==> src/rtl/ov7670_dvp_emulator.sv <==
// OV7670 DVP (RGB565) emulator: generates VSYNC/HREF/D frame timing with
// selectable test patterns so the capture path can run without a sensor.
// Ports:
//   clk_24m      byte clock, also used as PCLK by the capture logic
//   rst_24m      asynchronous active-high reset
//   enable       run frames while high; a running frame always completes
//   pattern_sel  0 colour bars, 1 coordinate, 2 frame fill, 3 checkerboard
//   cam_VSYNC    frame sync, active high
//   cam_HREF     high during active bytes of a line
//   cam_D        pixel byte, low byte of each pixel first
//   frame_count  completed frames (wraps)
//   frame_done   one-cycle pulse at the end of each frame
module ov7670_dvp_emulator #(
  parameter int unsigned FRAME_WIDTH   = 640,
  parameter int unsigned FRAME_HEIGHT  = 480,
  parameter int unsigned H_BLANK       = 144,
  parameter int unsigned VSYNC_LINES   = 3,
  parameter int unsigned V_BACK_LINES  = 17,
  parameter int unsigned V_FRONT_LINES = 10
) (
  input  logic        clk_24m,
  input  logic        rst_24m,
  input  logic        enable,
  input  logic [1:0]  pattern_sel,
  output logic        cam_VSYNC,
  output logic        cam_HREF,
  output logic [7:0]  cam_D,
  output logic [15:0] frame_count,
  output logic        frame_done
);

  localparam int unsigned ACT_BYTES = 2 * FRAME_WIDTH;
  localparam int unsigned LINE_LEN  = ACT_BYTES + H_BLANK;
  localparam int unsigned H_W       = $clog2(LINE_LEN);
  localparam int unsigned MAX_A     = (FRAME_HEIGHT > VSYNC_LINES) ? FRAME_HEIGHT : VSYNC_LINES;
  localparam int unsigned MAX_B     = (V_BACK_LINES > V_FRONT_LINES) ? V_BACK_LINES : V_FRONT_LINES;
  localparam int unsigned MAX_LINES = (MAX_A > MAX_B) ? MAX_A : MAX_B;
  localparam int unsigned L_W       = $clog2(MAX_LINES + 1);
  localparam int unsigned BAR_W     = FRAME_WIDTH / 8;

  typedef enum logic [2:0] {
    ST_IDLE,
    ST_VSYNC,
    ST_VBACK,
    ST_ACTIVE,
    ST_VFRONT
  } state_e;

  state_e         state_q, state_d;
  logic [H_W-1:0] h_cnt_q, h_cnt_d;
  logic [L_W-1:0] line_cnt_q, line_cnt_d;
  logic [1:0]     pattern_q, pattern_d;
  logic [15:0]    fill_q, fill_d;
  logic [15:0]    frame_count_q, frame_count_d;
  logic           frame_done_q, frame_done_d;
  logic           vsync_q, vsync_d;
  logic           href_q, href_d;
  logic [7:0]     data_q, data_d;

  logic           line_end;
  logic [H_W-1:0] hx;
  logic [7:0]     x8, y8;
  logic [2:0]     bar;
  logic [15:0]    pix;
  logic [7:0]     pix_byte;

  assign line_end = (h_cnt_q == H_W'(LINE_LEN - 1));

  // Pixel coordinates: two byte clocks per pixel; y is the active line index.
  assign hx  = h_cnt_q >> 1;
  assign x8  = 8'(hx);
  assign y8  = 8'(line_cnt_q);
  assign bar = 3'(hx / H_W'(BAR_W));

  // Test pattern pixel for the current position.
  always_comb begin
    pix = 16'h0000;
    case (pattern_q)
      2'd0: begin
        case (bar)
          3'd0:    pix = 16'hFFFF;
          3'd1:    pix = 16'hFFE0;
          3'd2:    pix = 16'h07FF;
          3'd3:    pix = 16'h07E0;
          3'd4:    pix = 16'hF81F;
          3'd5:    pix = 16'hF800;
          3'd6:    pix = 16'h001F;
          default: pix = 16'h0000;
        endcase
      end
      2'd1:    pix = {y8, x8};
      2'd2:    pix = fill_q;
      default: pix = (x8[3] ^ y8[3]) ? 16'hFFFF : 16'h0000;
    endcase
  end

  // Low byte on even byte clocks, high byte on odd.
  assign pix_byte = h_cnt_q[0] ? pix[15:8] : pix[7:0];

  // Frame sequencer and registered output values.
  always_comb begin
    state_d       = state_q;
    h_cnt_d       = h_cnt_q;
    line_cnt_d    = line_cnt_q;
    pattern_d     = pattern_q;
    fill_d        = fill_q;
    frame_count_d = frame_count_q;
    frame_done_d  = 1'b0;
    vsync_d       = 1'b0;
    href_d        = 1'b0;
    data_d        = 8'h00;

    if (state_q != ST_IDLE) begin
      h_cnt_d = line_end ? '0 : h_cnt_q + H_W'(1);
      if (line_end) line_cnt_d = line_cnt_q + L_W'(1);
    end

    case (state_q)
      ST_IDLE: begin
        h_cnt_d    = '0;
        line_cnt_d = '0;
        if (enable) begin
          state_d   = ST_VSYNC;
          pattern_d = pattern_sel;
          fill_d    = frame_count_q;
        end
      end
      ST_VSYNC: begin
        vsync_d = 1'b1;
        if (line_end && line_cnt_q == L_W'(VSYNC_LINES - 1)) begin
          line_cnt_d = '0;
          state_d    = (V_BACK_LINES == 0) ? ST_ACTIVE : ST_VBACK;
        end
      end
      ST_VBACK: begin
        if (line_end && line_cnt_q == L_W'(V_BACK_LINES - 1)) begin
          line_cnt_d = '0;
          state_d    = ST_ACTIVE;
        end
      end
      ST_ACTIVE: begin
        href_d = (h_cnt_q < H_W'(ACT_BYTES));
        data_d = href_d ? pix_byte : 8'h00;
        if (line_end && line_cnt_q == L_W'(FRAME_HEIGHT - 1)) begin
          line_cnt_d = '0;
          state_d    = ST_VFRONT;
        end
      end
      ST_VFRONT: begin
        if (line_end && line_cnt_q == L_W'(V_FRONT_LINES - 1)) begin
          line_cnt_d    = '0;
          frame_done_d  = 1'b1;
          frame_count_d = frame_count_q + 16'd1;
          if (enable) begin
            state_d   = ST_VSYNC;
            pattern_d = pattern_sel;
            fill_d    = frame_count_d;
          end else begin
            state_d = ST_IDLE;
          end
        end
      end
      default: state_d = ST_IDLE;
    endcase
  end

  always_ff @(posedge clk_24m or posedge rst_24m) begin
    if (rst_24m) begin
      state_q       <= ST_IDLE;
      h_cnt_q       <= '0;
      line_cnt_q    <= '0;
      pattern_q     <= 2'd0;
      fill_q        <= 16'h0000;
      frame_count_q <= 16'h0000;
      frame_done_q  <= 1'b0;
      vsync_q       <= 1'b0;
      href_q        <= 1'b0;
      data_q        <= 8'h00;
    end else begin
      state_q       <= state_d;
      h_cnt_q       <= h_cnt_d;
      line_cnt_q    <= line_cnt_d;
      pattern_q     <= pattern_d;
      fill_q        <= fill_d;
      frame_count_q <= frame_count_d;
      frame_done_q  <= frame_done_d;
      vsync_q       <= vsync_d;
      href_q        <= href_d;
      data_q        <= data_d;
    end
  end

  assign cam_VSYNC   = vsync_q;
  assign cam_HREF    = href_q;
  assign cam_D       = data_q;
  assign frame_count = frame_count_q;
  assign frame_done  = frame_done_q;

endmodule

==> config.mk <==
export PLATFORM = sky130hd
export DESIGN_NAME = ov7670_dvp_emulator
export DESIGN_NICKNAME = d
export VERILOG_FILES = /design/src/rtl/ov7670_dvp_emulator.sv
export SDC_FILE = /design/constraint.sdc
export NUM_CORES = 1
export LEC_CHECK = 0
export BUFFER_PORTS_ARGS = -buffer_cell sky130_fd_sc_hd__buf_2
export CAP_MARGIN = 40
export CELL_PAD_IN_SITES_DETAIL_PLACEMENT = 0
export CELL_PAD_IN_SITES_GLOBAL_PLACEMENT = 1
export CORE_AREA = 2 2 110 112
export DETAILED_ROUTE_END_ITERATION = 12
export DIE_AREA = 0 0 112 114
export PLACE_DENSITY_LB_ADDON = 0.2
export SLEW_MARGIN = 40
export SYNTH_ARGS = -nofsm -noshare
export SYNTH_HDL_FRONTEND = slang
export SYNTH_SLANG_ARGS = --single-unit
==> constraint.sdc <==
create_clock -name clk_24m -period 3.15 [get_ports clk_24m]
set_clock_uncertainty 0.2 [all_clocks]
set_input_delay 0.1575 -clock clk_24m [delete_from_list [all_inputs] [get_ports clk_24m]]
set_output_delay 0.1575 -clock clk_24m [all_outputs]
set_load 0.05 [all_outputs]
==> impl_metrics.toml <==
[outcome]
outcome = "finished clean"

[final_layout]
area_growth_pct = 16.3
final_cell_mix = "dfrtp_1 (68), nand2_1 (33), buf_2 (31)"
final_cell_area_sq_um = 4600
final_common_cell = "dfrtp_1"
n_antenna_cell = 0
finalNetCount = 450
layout-drive-gt1-share_pct = 19.9

[die]
fp-row-count = 40
ioPinCount = 32
die_y_um = 114
start_util_pct = 33.8
core_area_sq_um = 11700
dieArea_sq_um = 12800
die_x_um = 112

[power]
p_leak_nw = 2.10
ir_drop_mv = 0.384
power_density_nw_per_um2 = 722

[placed_design]
place_hpwl_mm = 7.02
io_buffers = 31
placed_area_sq_um = 4280
place_congestion = 0.800

[cts]
root_buffer = "clkbuf_16"
htreeDepth = 3
cts.sinks = 68
ctsResizeCount = 0
cts_buffers = 9
clk_path_buf_depth = 2
clk_latency_ns = 0.34
cts_tree = "done"
clk_pin_slew_worst_paths_ns = 0.05

[grt]
grt_pass1_wl_mm = 16.2
grt_max_degree = 69
grtUsageMet3_pct = 4.62
grt_overflow = 0
grt_use_total_pct = 16.4
antenna_found_initial = 0
grt_util_met2_pct = 24.1
grt.busiest_layer = "met2"
use_met1_pct = 23.0
grt_pass1_vias = 2993

[critical_path]
path_buf_inv = 0
crit_path_max_fanout = 10
path_class = "flop to flop"
crit_chain = "ha_1 > nand3_1 > or3_1 > or3_1 > nor3_2 > xor2_1"
r2r-start = "h_cnt_q[0]$_DFF_PP0_"
end_kind = "flop"
critPathLaunch = "h_cnt_q[0]$_DFF_PP0_"
cpPeakStageDelay_ns = 0.55
crit_path_frequent_cell = "or3_1"
cp_slowest_cell = "or3_1"
worstPathArrival_ns = 2.81
reg2regPathDepth = 6
critical_path_required_ns = 3.21
cp-start-kind = "flop"
crit_cells = 6
crit_family = "simple AND/OR/NAND/NOR gates"

[worst_hold_path]
min_path_cells = 5
hp-class = "primary input to flop"
worst_hold_startpoint = "enable"

[detailed_routing]
via_per_inst = 5.13
route.detailed.drc = 0
ant_nets = 0
wire_per_inst_um = 16.7
drt-total-wl_mm = 9.84
vias = 3026
drtPass1Iterations = 4
first_iter_violations = 121

[sta]
setup_violations = 0
fmax_ghz = 0.364
relSlewSlack_pct = 52.4
fin_crit_sh_pct = 87.1
final-hold-violation-count = 0
worstMarginPinSlew_ns = 0.714
rsz0062_at_grt = "no"
slew_violations = 0
tns_ns = 0
fin_crit_ns = 2.74

[yosys]
synth_seq_cells = 68
yosys_warnings = 0
yosysUniqueCellTypes = 63
async_flop_share_pct = 100
synth_edf_count = 0
ys.flop_type = "dfrtp_1"
ys_seq_area_share_pct = 43.0
syn-num-nets = 415
syn_avg_cell_area_sq_um = 9.79
synthesis.area_sq_um = 3950
synth_cells = 404

[flow_run]
maxCapViolCount = 0
cells by family (layout without fill, tap and decap cells):
kind of cell,after synthesis,after routing,share of synthesized area (%)
buffers and inverters,33,72,3.83
AOI/OAI and AO/OA,63,63,11.7
adders and majority gates,7,7,2.15
DFF,68,68,43.0
and+or+nand+nor,165,165,23.0
xor gates and xnor gates,49,49,10.9
muxes,19,19,5.41
synth_stat cells (all sizes together) (2+ instances only):
master / n / area [sq um]
a21oi: 9 / 45.0
and2: 2 / 12.5
clkbuf: 18 / 67.6
buf: 5 / 46.3
or4: 2 / 18.8
or3: 5 / 31.3
and3: 11 / 68.8
a22oi: 3 / 22.5
and4: 3 / 26.3
a211oi: 2 / 15.0
nor4: 6 / 43.8
nor2: 38 / 165
xnor2: 29 / 254
o31ai: 4 / 43.8
nand3: 17 / 85.1
nand4: 10 / 62.6
a32o: 2 / 21.3
ha: 6 / 75.1
or2: 2 / 12.5
a221oi: 9 / 78.8
a22o: 2 / 17.5
o21ai: 15 / 78.8
nor2b: 7 / 43.8
dfrtp: 68 / 1700
a21o: 5 / 37.5
mux2: 19 / 214
nor3: 16 / 95.1
or4b: 2 / 23.8
nand3b: 2 / 27.5
xor2: 20 / 175
inv: 10 / 37.5
nand2b: 3 / 18.8
a21boi: 3 / 22.5
nand2: 33 / 124
nor3b: 2 / 15.0
timing repair:
item,4_1_cts,5_1_grt
endpoints found under the setup margin,0,0
hold buffers,3,0
endpoints found under the hold margin,70,0
setup buffers,0,0
worst min-delay path, delay by kind of cell:
kind | cells | cell delay, ns
compound gates | 1 | 0.09
buf+inv | 1 | 0.10
simple gates | 3 | 0.27
final timing paths:
kind,to,slack [ns]
min,state_q[2]$_DFFE_PP0P_,0.11
min in group asynchronous,line_cnt_q[2]$_DFF_PP0_,0.32
min reg2reg,fill_q[1]$_DFFE_PP0P_,0.29
max,frame_count[10]$_DFFE_PP0P_,0.41
max reg2reg,frame_count[10]$_DFFE_PP0P_,0.41
max in group asynchronous,cam_D[4]$_DFF_PP0_,1.97
per-stage QoR:
step	worst slack (ns)	hold WS (ns)	cells	power (mW)	util (%)
finish	0.405	0.114	590	3.32	39.3
CTS	0.392	0.103	590	3.36	39.3
detailed placement	0.395	0.169	572	2.36	36.5
global route	0.236	0.182	590	3.54	39.3
global placement	0.428	0.178	572	2.37	36.5
floorplan	0.632	0.0892	404	2.09	-
state kept, by name, summed over array words and instances, names as in the netlist:
| name | count |
|---|---|
| pattern_q | 2 |
| h_cnt_q | 11 |
| frame_done | 1 |
| cam_VSYNC | 1 |
| state_q | 3 |
| cam_HREF | 1 |
| line_cnt_q | 9 |
| frame_count | 16 |
| fill_q | 16 |
| cam_D | 8 |
area by class of cell:
type | instances | area [sq um]
multi-input combinational | 303 | 2100
fill | 1190 | 7110
tap | 147 | 184
sequential | 68 | 1700
clock inverter | 1 | 5.00
clock buffer | 14 | 284
timing repair buffer | 47 | 287
inverter | 10 | 37.5
metal layers:
metal / vias up / part of all wire, % / wire length, um
met3: 13 / 3.8 / 370
li1: 1507 / - / -
met5: - / 0 / 0
met2: 51 / 43 / 4270
met1: 1455 / 51 / 4990
met4: 0 / 2.1 / 208
power by group:
group          internal (mW)  switching (mW)
Sequential              1.00           0.188
Combinational          0.417           0.740
Clock                  0.613           0.357
(Power assumes the default switching activity.)
